==> src/rtl/kernel_token_driver.sv <==
// Host-side initiator for an elastic dataflow kernel: issues n/start tokens, collects
// out0/end tokens in any order, and returns result, run latency and a timeout flag.
module kernel_token_driver #(
    parameter int DATA_W  = 8,
    parameter int CYC_W   = 16,
    parameter int TIMEOUT = 1000
) (
    input  logic              clk,
    input  logic              rst,
    input  logic              req_valid,
    output logic              req_ready,
    input  logic [DATA_W-1:0] req_n,
    output logic              rsp_valid,
    input  logic              rsp_ready,
    output logic [DATA_W-1:0] rsp_data,
    output logic [CYC_W-1:0]  rsp_cycles,
    output logic              rsp_timeout,
    output logic [DATA_W-1:0] n,
    output logic              n_valid,
    input  logic              n_ready,
    output logic              start_valid,
    input  logic              start_ready,
    input  logic [DATA_W-1:0] out0,
    input  logic              out0_valid,
    output logic              out0_ready,
    input  logic              end_valid,
    output logic              end_ready
);

    typedef enum logic [1:0] {IDLE, RUN, RESP} state_t;

    localparam logic [CYC_W-1:0] TIMEOUT_C = CYC_W'(TIMEOUT);

    state_t             state;
    state_t             state_next;
    logic               armed;
    logic               sent_n;
    logic               sent_start;
    logic               got_out;
    logic               got_end;
    logic [CYC_W-1:0]   cyc;
    logic [CYC_W-1:0]   cyc_inc;
    logic               req_fire;
    logic               n_fire;
    logic               start_fire;
    logic               out_fire;
    logic               end_fire;
    logic               done;
    logic               timed_out;

    // armed holds req_ready low until the first edge after reset is released
    assign req_ready   = armed && (state == IDLE);
    assign rsp_valid   = (state == RESP);
    assign n_valid     = (state == RUN) && !sent_n;
    assign start_valid = (state == RUN) && !sent_start;
    assign out0_ready  = (state == RUN) && !got_out;
    assign end_ready   = (state == RUN) && !got_end;

    assign req_fire   = req_valid && req_ready;
    assign n_fire     = n_valid && n_ready;
    assign start_fire = start_valid && start_ready;
    assign out_fire   = out0_valid && out0_ready;
    assign end_fire   = end_valid && end_ready;

    assign cyc_inc   = (&cyc) ? cyc : cyc + 1'b1;
    assign done      = (sent_n || n_fire) && (sent_start || start_fire) &&
                       (got_out || out_fire) && (got_end || end_fire);
    assign timed_out = (cyc_inc == TIMEOUT_C) && !done;

    always_ff @(posedge clk or posedge rst) begin
        if (rst) begin
            state <= IDLE;
        end else begin
            state <= state_next;
        end
    end

    always_comb begin
        state_next = state;
        case (state)
            IDLE:    if (req_fire) state_next = RUN;
            RUN:     if (done || timed_out) state_next = RESP;
            RESP:    if (rsp_ready) state_next = IDLE;
            default: state_next = IDLE;
        endcase
    end

    // Completion takes priority over timeout when both land in the same cycle
    always_ff @(posedge clk or posedge rst) begin
        if (rst) begin
            armed       <= 1'b0;
            n           <= '0;
            sent_n      <= 1'b0;
            sent_start  <= 1'b0;
            got_out     <= 1'b0;
            got_end     <= 1'b0;
            cyc         <= '0;
            rsp_data    <= '0;
            rsp_cycles  <= '0;
            rsp_timeout <= 1'b0;
        end else begin
            armed <= 1'b1;
            if (req_fire) begin
                n           <= req_n;
                sent_n      <= 1'b0;
                sent_start  <= 1'b0;
                got_out     <= 1'b0;
                got_end     <= 1'b0;
                cyc         <= '0;
                rsp_data    <= '0;
                rsp_cycles  <= '0;
                rsp_timeout <= 1'b0;
            end else if (state == RUN) begin
                cyc <= cyc_inc;
                if (n_fire)     sent_n     <= 1'b1;
                if (start_fire) sent_start <= 1'b1;
                if (out_fire)   got_out    <= 1'b1;
                if (end_fire)   got_end    <= 1'b1;
                if (out_fire)   rsp_data   <= out0;
                if (done) begin
                    rsp_cycles  <= cyc_inc;
                    rsp_timeout <= 1'b0;
                end else if (timed_out) begin
                    rsp_cycles  <= TIMEOUT_C;
                    rsp_timeout <= 1'b1;
                end
            end
        end
    end

endmodule
==> config.mk <==
export PLATFORM = sky130hd
export DESIGN_NAME = kernel_token_driver
export DESIGN_NICKNAME = d
export VERILOG_FILES = /design/src/rtl/kernel_token_driver.sv
export SDC_FILE = /design/constraint.sdc
export NUM_CORES = 1
export LEC_CHECK = 0
export ABC_AREA = 1
export BUFFER_PORTS_ARGS = -buffer_cell sky130_fd_sc_hd__buf_2
export CORE_MARGIN = 2
export CORE_UTILIZATION = 48
export CTS_CLUSTER_SIZE = 40
export DETAILED_ROUTE_END_ITERATION = 8
export HOLD_SLACK_MARGIN = 0.12
export PLACE_DENSITY_LB_ADDON = 0.15
export SYNTH_ARGS = -nofsm -noshare
export SYNTH_HDL_FRONTEND = slang
export SYNTH_SLANG_ARGS = --single-unit
==> constraint.sdc <==
create_clock -name clk -period 2.8 [get_ports clk]
set_clock_uncertainty 0.2 [all_clocks]
set_input_delay 0 -clock clk [delete_from_list [all_inputs] [get_ports clk]]
set_output_delay 0 -clock clk [all_outputs]
set_load 0.01 [all_outputs]
* Yosys cells after proc, flatten, opt, wreduce, memory -nomap -nowiden
Cells that the tools add are included.
Storage, ports and cells: flip-flop bits (word level) 56, output and inout port bits 39
Cells by class: mux-type cells 30, reduce and logical (&&, ||, !) cells 38, add/subtract/negate cells 1, equality and inequality tests 6
Operator list (count):
- 16-bit 2-to-1 mux | 7
- 8-bit 2-to-1 mux | 3
- 16-bit by 1-bit adder with 16-bit output, second input constant | 1
- 16-bit by 10-bit == test with 1-bit output, second input constant | 1
- 1-bit 2-to-1 mux | 16
- 16-bit AND reduction | 1
- 1-bit logical AND | 14
- 2-bit AND reduction | 5
- 2-bit nonzero test | 5
- 2-bit 2-to-1 mux | 3
- 2-bit one-hot mux with 3 select lines | 1
- 1-bit logical NOT | 5
- 1-bit logical OR | 5
- 2-bit by 1-bit != test with 1-bit output, second input constant | 2
- 3-bit AND reduction | 1
- 3-bit nonzero test | 1
- 2-bit by 1-bit == test with 1-bit output, second input constant | 1
- 2-bit == test, second input constant | 1
- 2-bit logical NOT | 1
- 2-bit != test, second input constant | 1

* Depth between registers and ports, before layout
depth after elaboration 13, depth in mapped cells 15

* Least setup slack after synthesis
No wires, ideal clock.
path kind reg-to-reg, from register cyc[1], to register rsp_cycles[0], required time 2.484 ns, buffers on the path 2, cell stages (with the launch flop) 15, slack 0.487 ns, period minus slack after synthesis 2.313 ns, arrival time 1.997 ns, cell sequence dfrtp_1 ha_1 nand3_1 nor2_2 nand2_2 buf_6 nand2_4 nand2_2 nor2_2 nand3_2 o21bai_4 nand2_4 buf_12 nand2_2 nand2_2
Between the ends: longest elaborated chain between the ends 6, elaborated cells on any way between the ends 10
Ends and longest elaborated chain:
- start: declaration | line 41 | logic [CYC_W-1:0] cyc;
- start signal: assignment | line 114 | cyc <= cyc_inc;
- 16-bit by 1-bit adder with 16-bit output or 16-bit AND reduction (tied branches) | line 65 | assign cyc_inc = (&cyc) ? cyc : cyc + 1'b1;
- 16-bit 2-to-1 mux * | line 65
- 16-bit by 10-bit == test with 1-bit output | line 68 | assign timed_out = (cyc_inc == TIMEOUT_C) && !done;
- 1-bit logical AND | line 68
- 3-bit nonzero test (no source line)
- 2-bit AND reduction (no source line)
- end signal: assignment | line 121 | rsp_cycles <= cyc_inc;
- end: declaration | line 16 | output logic [CYC_W-1:0] rsp_cycles,
Every way passes the cells marked *; elsewhere a longest branch is shown, timed or not. The select of a mux whose other input is x is not followed. A chain may end at the register's enable or synchronous reset.

* Worst setup path after layout
from register state[1], to register rsp_data[5]
Between the ends: longest elaborated chain between the ends 5, elaborated cells on any way between the ends 10
Ends and longest elaborated chain:
- start: declaration | line 34 | state_t state;
- start signal: assignment | line 74 | state <= state_next;
- 2-bit by 1-bit == test with 1-bit output or 2-bit logical NOT (tied branches) | line 56, 113, 52
- 1-bit logical AND (on tied branches) | line 56, 52
- 1-bit logical AND (on tied branches) | line 62, 59
- 2-bit nonzero test (no source line)
- 2-bit AND reduction (no source line)
- end signal: assignment | line 119 | if (out_fire) rsp_data <= out0;
- end: declaration | line 15 | output logic [DATA_W-1:0] rsp_data,
Several ways; a longest one is shown, not always the timed one.

==> reports/summary.txt <==
Outcome: finished clean
HP Class: input pin to flop
Root Buffer Master: clkbuf_8
Setup violators final: 0
VDD IR-drop max: 0.719 mV
I/O pin count: 63
Combinational family with the most area after synthesis: simple AND/OR/NAND/NOR gates
Seq/Total Area, Yosys: 46.6%
Mapped Nets: 406
Hold_sp: out0_valid
DP Area: 3400 sq um
Pre-antenna DRT Iters: 4
Mux contribution to synthesized area: 0%
Initial Util: 50.2%
Commonest non-fill, non-tap cell in the layout: nand2_1
Max-Cap Viols: 0
Initial antenna violation count: 0
Critical path class: flop to flop
Simple-gate share of the synthesized area: 38.5%
Clock latency on the worst-skew pair: 310 ps
Most used cell, CP: nand2_1
Clock transition at path regs: 100 ps
Reg-to-reg slack, setup: 180 ps
CP Max Fanout: 9
Prevailing post-synth register cell: dfrtp_1
First-pass GRT wire length: 13900 um
Pin count of the biggest net entering global routing: 33
Setup TNS: 0 ps
Worst reg2reg startpoint: state[1]
Die width: 83.2 um
Most frequent cells in the layout: nand2_1 (121), buf_2 (62), dfrtp_1 (56), dlygate4sd3_1 (47), nand3_1 (41)
Unrepaired setup endpoints after global routing: false
CP Launch Type: flop
Global route overflow: 0
Slew Limit Fails: 0
# DRC: 0
Pre-CTS setup slack: 166 ps
Compound-Gate Fraction of Synth Area: 5.86%
Xor-xnor portion of the synthesized cell area: 2.04%
Seq cells post-synth: 56
Fmax: 382 MHz
YS warnings: 0
Post-synth EDFFs: 0
Crit path arrival time: 2680 ps
Family with the most delay on the worst path: buffers and inverters
CP max stage delay: 580 ps
Critical-path cell list: inv_1, nand2_1, nor2_1, nand2_2, inv_2, nand2_1, dlygate4sd3_1, nand2_1, dlygate4sd3_1
Mapped Area: 3010 sq um
H-tree depth: 2
Critical path origin: state[1]
Synth cell types: 34
Wire per inst: 13.9 um
Mean Syn Cell Area: 7.90 sq um
IO buf count: 62
Core Box Area: 5990 sq um
Rows: 28
Die height: 83.2 um
Fin area: 4000 sq um
Post-DP HPWL: 5340 um
Vias in the first global route: 2953
Routed WL: 7960 um
Pwr/cell area: 924 nW/um^2
Multi-input logic area: 1430 sq um
GP Congestion: 0.937
Register area: 1400 sq um
Maximum clock path buffer count: 2
Share of synthesized registers carrying an async set or reset: 100%
CTS tree: built
Slowest cell on crit path: dlygate4sd3_1
Final Hold Vio Count: 0
Worst Path Required: 2850 ps
Share of cells above drive strength 1: 25.0%
Final net count: 520
Fraction of the mapped netlist area in adder cells: 0.416%
Vias per cell: 5.06
Fill count: 476
Area growth from synthesis to layout: 32.9%
Leakage power: 2.12 nW
GRT Util Overall: 24.5%
Worst setup margin: 180 ps
Total CTS buffers: 5
WP buf/inv: 4
DRT iter0 DRCs: 255
Fin crit share: 93.6%
Clock Sinks: 56
Die area: 6920 sq um
Number of diodes: 0
Antenna Nets Post-Route: 0
Cells after synthesis: 381
Final critical-path required period: 2620 ps
Via count of the routed design: 2891
Crit end category: flop
[registers in the layout, indices dropped and copies added, names as in the netlist]
name	flops
cyc	16
state	2
got_out	1
armed	1
rsp_cycles	16
got_end	1
sent_n	1
n	8
sent_start	1
rsp_data	8
rsp_timeout	1
[where the power goes]
group	internal (mW)	total, mW	switching (mW)	leakage, nW
Combinational	0.808	1.91	1.10	1.34
Clock	0.203	0.476	0.273	0.0516
Sequential	1.11	1.32	0.210	0.725
[worst paths after layout]
| check | to | cells past startpoint |
|---|---|---|
| max reg2reg | rsp_data[5] | 9 |
| min | got_out | 6 |
| min reg2reg | rsp_cycles[14] | 2 |
| max in group asynchronous | cyc[15] | 5 |
| max | rsp_data[5] | 9 |
| min in group asynchronous | rsp_cycles[9] | 4 |
[area by class of cell]
cell class | count | area share (%)
Tap cell | 75 | 2.35
Clock buffer | 6 | 2.06
Timing Repair Buffer | 118 | 21.2
Sequential cell | 56 | 35.0
Inverter | 34 | 3.19
Multi-Input combinational cell | 280 | 35.8
Clock inverter | 2 | 0.344
[metal layers]
layer / global-route usage [%] / wire (um) / up-vias / part of all wire [%]
li1: - / - / 1446 / -
met1: 32.6 / 3600 / 1346 / 45
met2: 42.1 / 3920 / 89 / 49
met3: 3.78 / 362 / 10 / 4.5
met4: 5.66 / 74 / 0 / 0.93
met5: 0 / 0 / - / 0
[cell families after synthesis]
group | Yosys count
compound gates | 28
other cells | 1
simple gates | 243
xor+xnor | 7
flops | 56
fa+ha+maj | 1
buf+inv | 45
[per-stage QoR]
step                      hold slack, ps  utilization (%)  instances  power (mW)
after floorplan                    -90.4                -        381        2.39
after global placement              -295             56.7        514        2.88
after detailed placement            -291             56.7        514        2.91
after CTS                            152             66.2        569        3.62
after global routing                 196             66.8        571        3.98
final                                154             66.8        571        3.70
[worst reg2reg max path, stage by stage (launching register included)]
cell and delay (ps):
dfrtp_1 410, inv_1 80, nand2_1 60, nor2_1 190, nand2_2 180, inv_2 170
nand2_1 80, dlygate4sd3_1 580, nand2_1 80, dlygate4sd3_1 540
[timing repair]
action / CTS / global route
hold buffers: 47 / 0
setup buffers: 0 / 2
hold endpoints to repair: 77 / 0
resized for setup: 0 / 4
endpoints found under the setup margin: 0 / 17
[synthesized netlist by cell type, types with 4 or more instances]
cell type,n,area share [%]
nor3_1,5,0.83
nand4_1,11,2.3
dfrtp_1,56,47
o21ai_0,14,2.3
inv_2,4,0.50
o22ai_1,5,1.0
nor2_1,22,2.7
xor2_1,7,2.0
nand3b_1,5,1.2
clkbuf_1,8,1.0
nand2_1,121,15
nand2_4,5,1.9
inv_1,28,3.5
nand2_2,21,4.4
nor2_2,7,1.5
nand3_1,41,6.8
No activity file was read; power rests on OpenSTA's default activity.
